**config.mk**
```make
export PLATFORM = sky130hd
export DESIGN_NAME = nanomamba_seq_ctrl
export DESIGN_NICKNAME = d
export VERILOG_FILES = /design/src/rtl/nanomamba_pkg.sv /design/src/rtl/nanomamba_argmax.sv /design/src/rtl/nanomamba_seq_ctrl.sv
export SDC_FILE = /design/constraint.sdc
export NUM_CORES = 1
export LEC_CHECK = 0
export CAP_MARGIN = 5
export CORE_MARGIN = 4
export CORE_UTILIZATION = 40
export DETAILED_ROUTE_END_ITERATION = 8
export HOLD_SLACK_MARGIN = 0.02
export PLACE_DENSITY_LB_ADDON = 0.05
export SYNTH_ARGS = -nofsm -noshare
export SYNTH_HDL_FRONTEND = slang
export SYNTH_HIERARCHICAL = 1
export SYNTH_SLANG_ARGS = --single-unit
```
**constraint.sdc**
```tcl
create_clock -name clk -period 3.24 [get_ports clk]
set_clock_uncertainty 0.15 [all_clocks]
set_input_delay 0.972 -clock clk [delete_from_list [all_inputs] [get_ports clk]]
set_output_delay 0.972 -clock clk [all_outputs]
set_load 0.01 [all_outputs]
```
**src/rtl/nanomamba_pkg.sv**
```systemverilog
// Shared types and default sizing for the NanoMamba inference sequencer.
// The sequencer top and the argmax tracker both import this package.
package nanomamba_pkg;

    localparam int N_CLASSES = 12;
    localparam int LOGIT_W   = 8;
    localparam int CLS_W     = 4;
    localparam int LAYER_W   = 4;
    localparam int WDOG_W    = 20;

    typedef enum logic [2:0] {
        S_IDLE,
        S_FE,
        S_SSM,
        S_CLS,
        S_DONE,
        S_ERR
    } seq_state_t;

endpackage

```
**src/rtl/nanomamba_argmax.sv**
```systemverilog
// Streaming signed argmax tracker. The outputs already include the sample presented
// this cycle, so a caller can commit the final result in the same cycle as the last logit.
module nanomamba_argmax
    import nanomamba_pkg::*;
#(
    parameter int IDX_W = nanomamba_pkg::CLS_W,
    parameter int VAL_W = nanomamba_pkg::LOGIT_W
) (
    input  logic                    clk,
    input  logic                    rst_n,
    input  logic                    i_clear,
    input  logic                    i_valid,
    input  logic signed [VAL_W-1:0] i_val,
    input  logic        [IDX_W-1:0] i_idx,
    output logic signed [VAL_W-1:0] o_max_val,
    output logic        [IDX_W-1:0] o_max_idx
);

    logic                    r_have;
    logic signed [VAL_W-1:0] r_max_val;
    logic        [IDX_W-1:0] r_max_idx;
    logic                    w_take;

    // Strictly-greater update keeps the lowest index on ties; the first sample always wins.
    assign w_take    = i_valid && (!r_have || (i_val > r_max_val));
    assign o_max_val = w_take ? i_val : r_max_val;
    assign o_max_idx = w_take ? i_idx : r_max_idx;

    always_ff @(posedge clk) begin
        if (!rst_n || i_clear) begin
            r_have    <= 1'b0;
            r_max_val <= '0;
            r_max_idx <= '0;
        end else if (i_valid) begin
            r_have <= 1'b1;
            if (w_take) begin
                r_max_val <= i_val;
                r_max_idx <= i_idx;
            end
        end
    end

endmodule

```
**src/rtl/nanomamba_seq_ctrl.sv**
```systemverilog
// NanoMamba inference sequencer: frontend, then N SSM layers, then the classifier,
// with logit write-back, running argmax, stage watchdog and abort/soft-reset handling.
module nanomamba_seq_ctrl
    import nanomamba_pkg::*;
#(
    parameter int N_CLASSES = nanomamba_pkg::N_CLASSES,
    parameter int LAYER_W   = nanomamba_pkg::LAYER_W,
    parameter int CLS_W     = nanomamba_pkg::CLS_W,
    parameter int WDOG_W    = nanomamba_pkg::WDOG_W
) (
    input  logic                      clk,
    input  logic                      rst_n,
    input  logic                      ctrl_start,
    input  logic                      ctrl_stop,
    input  logic                      ctrl_reset,
    input  logic [LAYER_W-1:0]        cfg_n_layers,
    output logic                      status_busy,
    output logic                      status_done,
    output logic                      status_error,
    output logic                      fe_start,
    input  logic                      fe_done,
    output logic                      ssm_start,
    output logic [LAYER_W-1:0]        ssm_layer,
    input  logic                      ssm_done,
    output logic                      cls_start,
    input  logic                      cls_logit_valid,
    input  logic signed [LOGIT_W-1:0] cls_logit,
    input  logic                      cls_done,
    output logic                      logit_wr_en,
    output logic [CLS_W-1:0]          logit_idx,
    output logic [LOGIT_W-1:0]        logit_data,
    output logic [CLS_W-1:0]          result_class,
    output logic [LOGIT_W-1:0]        result_confidence
);

    // One spare bit so the count can represent N_CLASSES even when it equals 2^CLS_W.
    localparam int                CNT_W     = CLS_W + 1;
    localparam logic [CNT_W-1:0]  CNT_FULL  = CNT_W'(N_CLASSES);
    localparam logic [WDOG_W-1:0] WDOG_LAST = ~(WDOG_W'(1));

    seq_state_t                r_state;
    seq_state_t                w_next;
    logic [LAYER_W-1:0]        r_n_layers;
    logic [LAYER_W-1:0]        r_layer;
    logic [CNT_W-1:0]          r_count;
    logic                      r_ovf;
    logic [WDOG_W-1:0]         r_wdog;
    logic                      r_fe_start;
    logic                      r_ssm_start;
    logic                      r_cls_start;
    logic                      r_wr_en;
    logic [CLS_W-1:0]          r_wr_idx;
    logic [LOGIT_W-1:0]        r_wr_data;
    logic [CLS_W-1:0]          r_res_class;
    logic [LOGIT_W-1:0]        r_res_conf;

    logic                      w_busy;
    logic                      w_timeout;
    logic                      w_start_acc;
    logic                      w_kick;
    logic                      w_log_acc;
    logic                      w_ovf_hit;
    logic                      w_ssm_adv;
    logic                      w_last_layer;
    logic                      w_argmax_clr;
    logic signed [LOGIT_W-1:0] w_max_val;
    logic [CLS_W-1:0]          w_max_idx;

    assign w_busy       = (r_state == S_FE) || (r_state == S_SSM) || (r_state == S_CLS);
    assign w_timeout    = w_busy && (r_wdog == WDOG_LAST);
    assign w_last_layer = (r_layer == (r_n_layers - 1'b1));
    assign w_argmax_clr = ctrl_reset || w_start_acc;

    always_ff @(posedge clk) begin
        if (!rst_n || ctrl_reset) begin
            r_state <= S_IDLE;
        end else begin
            r_state <= w_next;
        end
    end

    // Event priority: soft reset, stop, watchdog, then start / stage inputs of the current state only.
    always_comb begin
        w_next      = r_state;
        w_start_acc = 1'b0;
        w_kick      = 1'b0;
        w_log_acc   = 1'b0;
        w_ovf_hit   = 1'b0;
        w_ssm_adv   = 1'b0;
        if (ctrl_reset) begin
            w_next = S_IDLE;
        end else if (ctrl_stop && w_busy) begin
            w_next = S_IDLE;
        end else if (w_timeout) begin
            w_next = S_ERR;
        end else begin
            case (r_state)
                S_IDLE, S_DONE, S_ERR: begin
                    if (ctrl_start) begin
                        w_start_acc = 1'b1;
                        w_next      = S_FE;
                    end
                end
                S_FE: begin
                    if (fe_done) begin
                        w_kick = 1'b1;
                        w_next = (r_n_layers != '0) ? S_SSM : S_CLS;
                    end
                end
                S_SSM: begin
                    if (ssm_done) begin
                        w_kick = 1'b1;
                        if (w_last_layer) begin
                            w_next = S_CLS;
                        end else begin
                            w_ssm_adv = 1'b1;
                        end
                    end
                end
                S_CLS: begin
                    if (cls_logit_valid) begin
                        w_kick = 1'b1;
                        if (r_count < CNT_FULL) begin
                            w_log_acc = 1'b1;
                        end else begin
                            w_ovf_hit = 1'b1;
                        end
                    end
                    if (cls_done) begin
                        w_kick = 1'b1;
                        if (((r_count + CNT_W'(w_log_acc)) == CNT_FULL) && !(r_ovf || w_ovf_hit)) begin
                            w_next = S_DONE;
                        end else begin
                            w_next = S_ERR;
                        end
                    end
                end
                default: w_next = S_IDLE;
            endcase
        end
    end

    always_ff @(posedge clk) begin
        if (!rst_n || ctrl_reset) begin
            r_n_layers  <= '0;
            r_layer     <= '0;
            r_count     <= '0;
            r_ovf       <= 1'b0;
            r_wdog      <= '0;
            r_fe_start  <= 1'b0;
            r_ssm_start <= 1'b0;
            r_cls_start <= 1'b0;
            r_wr_en     <= 1'b0;
            r_wr_idx    <= '0;
            r_wr_data   <= '0;
            r_res_class <= '0;
            r_res_conf  <= '0;
        end else begin
            r_fe_start  <= (w_next == S_FE) && (r_state != S_FE);
            r_ssm_start <= ((w_next == S_SSM) && (r_state != S_SSM)) || w_ssm_adv;
            r_cls_start <= (w_next == S_CLS) && (r_state != S_CLS);
            r_wr_en     <= w_log_acc;
            // Counts only idle cycles within one stage; any progress or stage change restarts it.
            r_wdog      <= (w_busy && !w_kick && (w_next == r_state)) ? r_wdog + 1'b1 : '0;
            if (w_start_acc) begin
                r_n_layers <= cfg_n_layers;
                r_count    <= '0;
                r_ovf      <= 1'b0;
            end
            if ((w_next == S_SSM) && (r_state != S_SSM)) begin
                r_layer <= '0;
            end else if (w_ssm_adv) begin
                r_layer <= r_layer + 1'b1;
            end
            if (w_log_acc) begin
                r_wr_idx  <= r_count[CLS_W-1:0];
                r_wr_data <= cls_logit;
                r_count   <= r_count + 1'b1;
            end
            if (w_ovf_hit) begin
                r_ovf <= 1'b1;
            end
            if ((w_next == S_DONE) && (r_state == S_CLS)) begin
                r_res_class <= w_max_idx;
                r_res_conf  <= w_max_val;
            end
        end
    end

    nanomamba_argmax #(
        .IDX_W (CLS_W),
        .VAL_W (LOGIT_W)
    ) u_argmax (
        .clk       (clk),
        .rst_n     (rst_n),
        .i_clear   (w_argmax_clr),
        .i_valid   (w_log_acc),
        .i_val     (cls_logit),
        .i_idx     (r_count[CLS_W-1:0]),
        .o_max_val (w_max_val),
        .o_max_idx (w_max_idx)
    );

    assign status_busy       = w_busy;
    assign status_done       = (r_state == S_DONE);
    assign status_error      = (r_state == S_ERR);
    assign fe_start          = r_fe_start;
    assign ssm_start         = r_ssm_start;
    assign ssm_layer         = r_layer;
    assign cls_start         = r_cls_start;
    assign logit_wr_en       = r_wr_en;
    assign logit_idx         = r_wr_idx;
    assign logit_data        = r_wr_data;
    assign result_class      = r_res_class;
    assign result_confidence = r_res_conf;

endmodule

```
Word level (Yosys, flattened, before mapping)
Cells that the tools add are included.
{"block": "totals", "regBits": 78, "latch_bits": 0, "ramBits": 0, "romBits": 0, "out_inout_bits": 35, "mem_count": 0}
{"block": "classes", "addsub": 5, "n_mul": 0, "div_mod_pow": 0, "order_cmp": 2, "n_eq_ne": 16, "shift": 0, "mux": 56, "bitwise": 1, "n_reduce_logical": 29}
{"operator": "2-to-1 mux 1 bit", "count": 42}
{"operator": "2-to-1 mux 3 bit", "count": 8}
{"operator": "adder 20 x 1 -> 20 bit, second input constant", "count": 1}
{"operator": "equality test 20 bit, second input constant", "count": 1}
{"operator": "equality test 3 x 2 -> 1 bit, second input constant", "count": 4}
{"operator": "case mux 3 bit (4 select lines)", "count": 1}
{"operator": "logical AND 1 bit", "count": 10}
{"operator": "2-to-1 mux 5 bit", "count": 2}
{"operator": "equality test 3 bit, second input constant", "count": 3}
{"operator": "greater-than comparator 8 bit", "count": 1}
{"operator": "logical OR 1 bit", "count": 8}
{"operator": "2-to-1 mux 8 bit", "count": 1}
{"operator": "equality test 3 x 1 -> 1 bit, second input constant", "count": 2}
{"operator": "inequality test 3 x 2 -> 1 bit, second input constant", "count": 2}
{"operator": "adder 5 x 1 -> 5 bit", "count": 1}
{"operator": "adder 5 x 1 -> 5 bit, second input constant", "count": 1}
{"operator": "equality test 5 x 4 -> 1 bit, second input constant", "count": 1}
{"operator": "< comparator 5 x 4 -> 1 bit, second input constant", "count": 1}
{"operator": "adder 4 x 1 -> 4 bit, second input constant", "count": 1}
{"operator": "equality test 4 bit", "count": 1}
{"operator": "zero test 1 bit", "count": 4}
{"operator": "2-to-1 mux 4 bit", "count": 1}
{"operator": "nonzero test 2 bit", "count": 2}
{"operator": "nonzero test 4 bit", "count": 1}
{"operator": "8 further kinds", "count": 9}

Longest topological paths before layout
Gate-level depths: netlist of run 1.
{"block": "depth", "word_depth": 20, "mapped_depth": 14, "depth_no_buf": 12}

Hierarchy
The synthesis of run 1 kept the hierarchy.
{"module": "nanomamba_seq_ctrl", "n_inst": 1, "cells_each": 342, "area_per_inst_um2": 2994.1}
{"module": "nanomamba_argmax", "n_inst": 1, "cells_each": 102, "area_per_inst_um2": 922.1}

Worst setup path after synthesis of run 1
OpenSTA, ideal clock, no wires.
{"block": "synth_path", "kind": "register -> register", "start": "reg r_wdog[0]", "end": "reg r_res_class[0], in the netlist result_class[0]", "setup_time_ps": 128, "arrival_time_ps": 2823, "setup_slack_ps": 140, "stages_incl_launch_ff": 15, "n_path_buf": 2, "period_less_slack_ps": 3100, "cell_sequence": "dfxtp_1 inv_1 ha_1 nand2_1 or4_4 o211ai_2 inv_1 buf_2 inv_1 a21oi_1 mux2i_2 buf_6 mux2_4 mux2i_1 nor2_1"}
{"block": "synth_between", "elab_chain_len": 7, "elab_cells_between_ends": 12, "cone_classes": "eq/ne (2); mux (7); reduce/logical (3)"}
{"item": "start, declared", "line_no": "nanomamba_seq_ctrl.sv:47", "source": "logic [WDOG_W-1:0] r_wdog;"}
{"item": "start signal, assigned", "line_no": "nanomamba_seq_ctrl.sv:164", "source": "r_wdog <= (w_busy && !w_kick && (w_next == r_state)) ? r_wdog + 1'b1 : '0;"}
{"item": "equality test 20 bit", "line_no": "nanomamba_seq_ctrl.sv:70", "source": "assign w_timeout = w_busy && (r_wdog == WDOG_LAST);"}
{"item": "logical AND 1 bit", "line_no": "nanomamba_seq_ctrl.sv:70"}
{"item": "2-to-1 mux 1 bit", "line_no": "nanomamba_seq_ctrl.sv:94", "source": "end else if (w_timeout) begin"}
{"item": "2-to-1 mux 1 bit", "line_no": "nanomamba_seq_ctrl.sv:92", "source": "end else if (ctrl_stop && w_busy) begin"}
{"item": "2-to-1 mux 1 bit", "line_no": "nanomamba_seq_ctrl.sv:90", "source": "if (ctrl_reset) begin"}
{"item": "named net w_log_acc", "line_no": "nanomamba_seq_ctrl.sv:61", "source": "logic w_log_acc;"}
{"item": "logical AND 1 bit", "line_no": "nanomamba_argmax.sv:25", "source": "assign w_take = i_valid && (!r_have || (i_val > r_max_val));"}
{"item": "2-to-1 mux 4 bit", "line_no": "nanomamba_argmax.sv:27", "source": "assign o_max_idx = w_take ? i_idx : r_max_idx;"}
{"item": "named net w_max_idx[0]", "line_no": "nanomamba_seq_ctrl.sv:67", "source": "logic [CLS_W-1:0] w_max_idx;"}
{"item": "end signal, assigned", "line_no": "nanomamba_seq_ctrl.sv:184", "source": "r_res_class <= w_max_idx;"}
{"item": "end, declared", "line_no": "nanomamba_seq_ctrl.sv:54", "source": "logic [CLS_W-1:0] r_res_class;"}
The timed path passes the listed nets, and every way through them passes these cells.
A chain may end at the register's enable or synchronous reset.

Worst setup path after layout of run 1
{"block": "layout_path", "start": "in cls_logit_valid", "end": "reg r_res_class[3], in the netlist result_class[3]"}
{"block": "layout_between", "elab_chain_len": 16, "elab_cells_between_ends": 29, "cone_classes": "add/sub (1); eq/ne (2); mux (21); reduce/logical (5)"}
{"item": "start, declared", "line_no": "nanomamba_seq_ctrl.sv:26", "source": "input logic cls_logit_valid,"}
{"item": "2-to-1 mux 1 bit", "line_no": "nanomamba_seq_ctrl.sv:121", "source": "if (cls_logit_valid) begin"}
{"item": "2-to-1 mux 1 bit", "line_no": "nanomamba_seq_ctrl.sv:97", "source": "case (r_state)"}
{"item": "2-to-1 mux 1 bit", "line_no": "nanomamba_seq_ctrl.sv:94"}
{"item": "2-to-1 mux 1 bit", "line_no": "nanomamba_seq_ctrl.sv:92"}
{"item": "2-to-1 mux 1 bit", "line_no": "nanomamba_seq_ctrl.sv:90"}
{"item": "adder 5 x 1 -> 5 bit or logical OR 1 bit (tied branches)", "line_no": "nanomamba_seq_ctrl.sv:131", "source": "if (((r_count + CNT_W'(w_log_acc)) == CNT_FULL) && !(r_ovf || w_ovf_hit)) begin"}
{"item": "equality test 5 x 4 -> 1 bit or zero test 1 bit (tied branches)", "line_no": "nanomamba_seq_ctrl.sv:131"}
{"item": "logical AND 1 bit", "line_no": "nanomamba_seq_ctrl.sv:131"}
{"item": "2-to-1 mux 1 bit", "line_no": "nanomamba_seq_ctrl.sv:131"}
{"item": "2-to-1 mux 3 bit", "line_no": "nanomamba_seq_ctrl.sv:129", "source": "if (cls_done) begin"}
{"item": "case mux 3 bit (4 select lines)", "line_no": "nanomamba_seq_ctrl.sv:97"}
{"item": "2-to-1 mux 3 bit", "line_no": "nanomamba_seq_ctrl.sv:94"}
{"item": "2-to-1 mux 3 bit", "line_no": "nanomamba_seq_ctrl.sv:92"}
{"item": "2-to-1 mux 3 bit", "line_no": "nanomamba_seq_ctrl.sv:90"}
{"item": "equality test 3 bit", "line_no": "nanomamba_seq_ctrl.sv:183", "source": "if ((w_next == S_DONE) && (r_state == S_CLS)) begin"}
{"item": "logical AND 1 bit", "line_no": "nanomamba_seq_ctrl.sv:183"}
Parallel ways exist; a longest one is shown, timed or not. The select of a mux whose other input is x is not followed.

==> results of run 1 <==
[report_power, final]
group / total, mW / switching (mW) / internal, mW
Combinational: 0.145 / 0.0718 / 0.0735
Sequential: 0.966 / 0.00463 / 0.961
Clock: 0.839 / 0.379 / 0.461
Total: 1.95 / 0.455 / 1.50
[sequential cells by signal, indices dropped and copies added, names as in the netlist]
name,count
result_confidence,8
result_class,4
r_state,3
ssm_start,1
r_wdog,20
logit_wr_en,1
fe_start,1
cls_start,1
logit_idx,4
ssm_layer,4
r_n_layers,4
r_count,5
u_argmax/r_max_val,8
u_argmax/r_have,1
r_ovf,1
u_argmax/r_max_idx,4
logit_data,8
[critical path, cell delays in order]
cell and delay, ns:
clkdlybuf4s50_1 0.44, and2_1 0.16, ha_2 0.19, ha_4 0.17, a211oi_2 0.21, o2111ai_2 0.16, or4b_4 0.52, buf_8 0.18
mux2i_1 0.16, nor2_1 0.06
[through the flow]
step	cell area [µm²]	worst slack [ns]	power, mW	cells	setup TNS, ns
after floorplan	3916	0.1396	1.049	444	0
after global placement	4756	-0.4535	1.117	640	-14.67
after detailed placement	4756	-0.4585	1.117	640	-15.39
after CTS	5029	0.008648	1.968	657	0
after global routing	5238	-0.009867	2.034	666	-0.01300
final	5238	0.09848	1.950	666	0
[metal layers]
layer	vias to the layer above	GRT usage
met3	8	0.04094
met1	1592	0.2049
met5	-	0
met4	0	0.04201
li1	1692	-
met2	48	0.2941
[worst paths after layout]
path	endpoint	slack [ns]	depth (start not counted)
worst max-delay path	result_class[3]	0.1	10
worst max register to register	result_class[1]	0.35	11
worst min register to register	logit_data[3]	0.31	2
worst min-delay path	logit_data[3]	0.31	2
[repair_timing]
action                                  in CTS  in global routing
cloned                                       0                  2
endpoints found under the hold margin        0                  0
resized for setup                            8                 28
pin swaps                                    1                  6
setup buffers                                1                  7
endpoints found under the setup margin      21                 39
[placed cells by master, fill, tap and decap left out, types with 3 or more instances in the layout]
master | netlist | routed
xnor2_1 | 14 | 14
mux2i_1 | 30 | 30
nand2_1 | 65 | 65
ha_1 | 16 | 10
ha_4 | 0 | 5
nand4_1 | 11 | 11
mux2_4 | 8 | 8
inv_1 | 23 | 23
nand3_1 | 10 | 10
clkbuf_8 | 0 | 10
clkdlybuf4s50_1 | 0 | 53
buf_6 | 4 | 4
nor2b_1 | 3 | 3
buf_4 | 1 | 34
nand2b_1 | 6 | 6
and3_1 | 4 | 3
nor3_1 | 7 | 7
mux2_2 | 4 | 4
a21oi_1 | 25 | 22
nor2_1 | 59 | 58
dfxtp_1 | 78 | 78
o21ai_0 | 6 | 5
xor2_1 | 11 | 11
a21oi_2 | 0 | 3
[layout make-up]
class,instances,area (µm²)
clock buffers,10,137.6
clock inverters,6,91.34
inverters,24,90.09
well taps,129,161.4
repair buffers,95,875.8
fillers,952,4134
multi-input cells,324,2320
flip-flops and latches,78,1562
[cell families after synthesis]
kind of cell             share of synthesized area
AND/OR/NAND/NOR                             0.2243
flip-flops                                  0.3987
AO/OA/AOI/OAI                              0.08850
multiplexers                                0.1252
buffers and inverters                      0.05016
XOR/XNOR                                   0.06198
adder cells (fa/ha/maj)                    0.05112
==> results_dict.tcl, run 1 <==
set metrics [dict create \
    num_vias 3340 \
    wl_met2_um 4757 \
    dr.pass1.iters 4 \
    finalHoldViolCount 0 \
    numCtsBuffers 9 \
    syn2layout_area_growth_pct 33.74 \
    crit_path_end_kind "register" \
    syn_inst 444 \
    setup_violations 0 \
    power_leakage_nw 2.024 \
    die_h_um 106.9 \
    die_area_um2 11440 \
    worstPathArrival_ns 3.22 \
    postCtsHoldBufs 0 \
    synth.distinct_cells 57 \
    criticalPathCategory "in -> reg" \
    insertedDiodeCount 0 \
    clk_latency_ns 0.35 \
    avgRoutedWirePerCell_um 14.06 \
    async_flop_share 0 \
    wl_met3_um 312 \
    row_count 35 \
    max_freq_mhz 318.3 \
    ys_top_cells_by_count "dfxtp_1, nand2_1, nor2_1" \
    ant_nets 0 \
    clock_path_buffers 2 \
    h-tree-depth 3 \
    wirelength_um 9366 \
    tightest_slew_ns 0.5405 \
    postSynthAreaPerCell_um2 8.820 \
    cts_num_sinks 78 \
    hpwl_um 6533 \
    start_util 0.4179 \
    drv_slew 0 \
    synth_top_cell_area_share 0.3987 \
    drt_iter0_drc 101 \
    hold_slack_ns 0.3061 \
    die_w_um 106.9 \
    critPathMaxFanout 12 \
    drc 0 \
    critPathLaunchType "input pin" \
    port_buffers 55 \
    clk_pin_slew_worst_paths_ns 0.09 \
    yosysWarnings 6 \
    overflow 0 \
    grt_usage 0.1674 \
    r2r-start "r_state[0]" \
    cts_root_buf "clkbuf_8" \
    peakVddDrop_mv 0.2125 \
    grt_max_degree 39 \
    route.top_layer_used "met4" \
    wl_met1_um 4232 \
    synth_area_leaders "dfxtp_1, mux2i_1, nand2_1" \
    power_density_nw_per_um2 372.4 \
    ys_ff_latch 78 \
    ys_seq_area_frac 0.3987 \
    synth_edf_count 0 \
    synth_nets 481 \
    critPathLaunch "cls_logit_valid" \
    nets 569 \
    core-area_um2 9371 \
    finalWeightedCongestion 0.7731 \
    num_io_pins 56 \
    crit_required_ns 3.32 \
    synth_area_um2 3916 \
    yosysMostFrequentCell "dfxtp_1" \
    layout-drive-gt1-share 0.1825 \
    period_share 0.9696 \
    drv_cap 0 \
    relSlewSlack 0.6364 \
    period_needed_ns 3.142 \
    hp-start "logit_data[3]" \
    grt_pass1_wl_um 15660 \
    antenna_found_initial 0 \
    cts_tree "built" \
    utilization 0.5589 \
    grt_pass1_vias 3381 \
    ys.flop_type "dfxtp_1" \
    via_per_inst 5.015 \
    holdCritPathClass "reg -> reg" \
    outcome "finished clean" \
    synth_top_area_cell "dfxtp_1" \
]
Note: power is estimated with default switching activity, not from simulation.
==> run 2: changes to the inputs <==
- PLACE_DENSITY_LB_ADDON: 0.05 -> not set
- TNS_END_PERCENT: not set -> 1
==> run 2 against run 1 <==
Net effect:
- clock-buffer cell count stayed put
- cell area is 0.62% lower
- combinational power is 7% lower
- critical path type unchanged
- largest cell class unchanged
- highest routed layer unchanged
==> results_dict.tcl, run 2 (synthesis gave the netlist of run 1 again) <==
set metrics [dict create \
    cts_root_buf "clkbuf_8" \
    regMostFlops "r_wdog" \
    drc 0 \
    ant_nets 0 \
    grt_pass1_wl_um 15190 \
    relSlewSlack 0.6403 \
    tightest_slew_ns 0.5347 \
    crit_required_ns 3.31 \
    cts_num_sinks 78 \
    h-tree-depth 3 \
    overflow 0 \
    power_density_nw_per_um2 372.1 \
    setup_violations 0 \
    grt_usage 0.1626 \
    crit_path_end_kind "register" \
    critPathLaunchType "input pin" \
    holdCritPathClass "reg -> reg" \
    drt_iter0_drc 80 \
    setup_ws_ns 0.09244 \
    grt_max_degree 39 \
    dr.pass1.iters 4 \
    antenna_found_initial 0 \
    critPathMaxFanout 8 \
    start_util 0.4179 \
    hpwl_um 6238 \
    power_mw 1.937 \
    max_freq_mhz 317.7 \
    clk_latency_ns 0.35 \
    core-area_um2 9371 \
    postCtsHoldBufs 0 \
    outcome "finished clean" \
    grt_pass1_vias 3283 \
    port_buffers 55 \
    via_per_inst 4.919 \
    period_share 0.9715 \
    final_common_cell "dfxtp_1" \
    dp_worst_setup_slack_ns -0.4131 \
    utilization 0.5554 \
    wirelength_um 9050 \
    cts_tree "built" \
    layout_common_cells "dfxtp_1, nand2_1, nor2_1, clkdlybuf4s50_1, buf_4" \
    num_io_pins 56 \
    criticalPathCategory "in -> reg" \
    power_leakage_nw 2.061 \
    numCtsBuffers 9 \
    peakVddDrop_mv 0.2907 \
    drv_slew 0 \
    tns_ns 0 \
    largest_register_ffs 20 \
    clk_pin_slew_worst_paths_ns 0.08 \
    finalWeightedCongestion 0.8391 \
    period_needed_ns 3.148 \
    finalHoldViolCount 0 \
    worstPathArrival_ns 3.22 \
    syn2layout_area_growth_pct 32.91 \
    clock_path_buffers 2 \
    avgRoutedWirePerCell_um 13.61 \
    layout-drive-gt1-share 0.1679 \
    insertedDiodeCount 0 \
    die_w_um 106.9 \
    die_area_um2 11440 \
    nets 568 \
    num_vias 3271 \
    die_h_um 106.9 \
    row_count 35 \
    drv_cap 0 \
]
[run 2: through the flow]
step	cell area [µm²]	hold WS, ns	cells
global placement	4768	0.2937	640
floorplan	3916	0.2722	444
CTS	5029	0.3084	656
global route	5205	0.3222	665
detailed placement	4768	0.2957	640
finish	5205	0.3067	665
[run 2: critical path, stage by stage]
cell	delay, ns
clkdlybuf4s50_1	0.51
ha_1	0.25
nand4_2	0.10
o221ai_1	0.11
a31oi_1	0.17
buf_4	0.15
mux2i_4	0.28
buf_6	0.19
mux2_4	0.31
mux2i_1	0.12
nor2_1	0.05
[run 2: final cells by class]
| cell class | instances | area [µm²] |
|---|---|---|
| clock buffer | 10 | 137.6 |
| inverter | 24 | 90.09 |
| fill | 868 | 4167 |
| sequential | 78 | 1562 |
| tap | 129 | 161.4 |
| multi-input combinational | 324 | 2240 |
| timing repair buffer | 94 | 920.9 |
| clock inverter | 6 | 93.84 |
[run 2: metal layers]
metal,vias up,share of wire,GRT usage
met5,-,0,0
met4,0,0.0090,0.06027
met3,8,0.045,0.03793
met2,65,0.48,0.2783
met1,1510,0.46,0.1984
li1,1688,-,-
[run 2: worst paths after layout]
check	start	endpoint	slack, ns	cells after the start
min reg2reg	logit_data[6]	logit_data[6]	0.31	2
min	logit_data[6]	logit_data[6]	0.31	2
max reg2reg	r_count[3]	result_confidence[5]	0.39	10
max	cls_logit[4]	result_confidence[3]	0.09	11
[run 2: power breakdown]
group	internal, mW	total (mW)	switching [mW]
registers	0.961	0.966	0.00468
clock network	0.460	0.836	0.375
logic	0.0693	0.135	0.0661
total	1.49	1.94	0.446
[run 2: what timing repair did]
item | 4_1_cts | 5_1_grt
pin swaps | 0 | 8
endpoints found under the setup margin | 20 | 40
cloned | 0 | 2
setup buffers | 0 | 7
gates resized for setup | 7 | 14
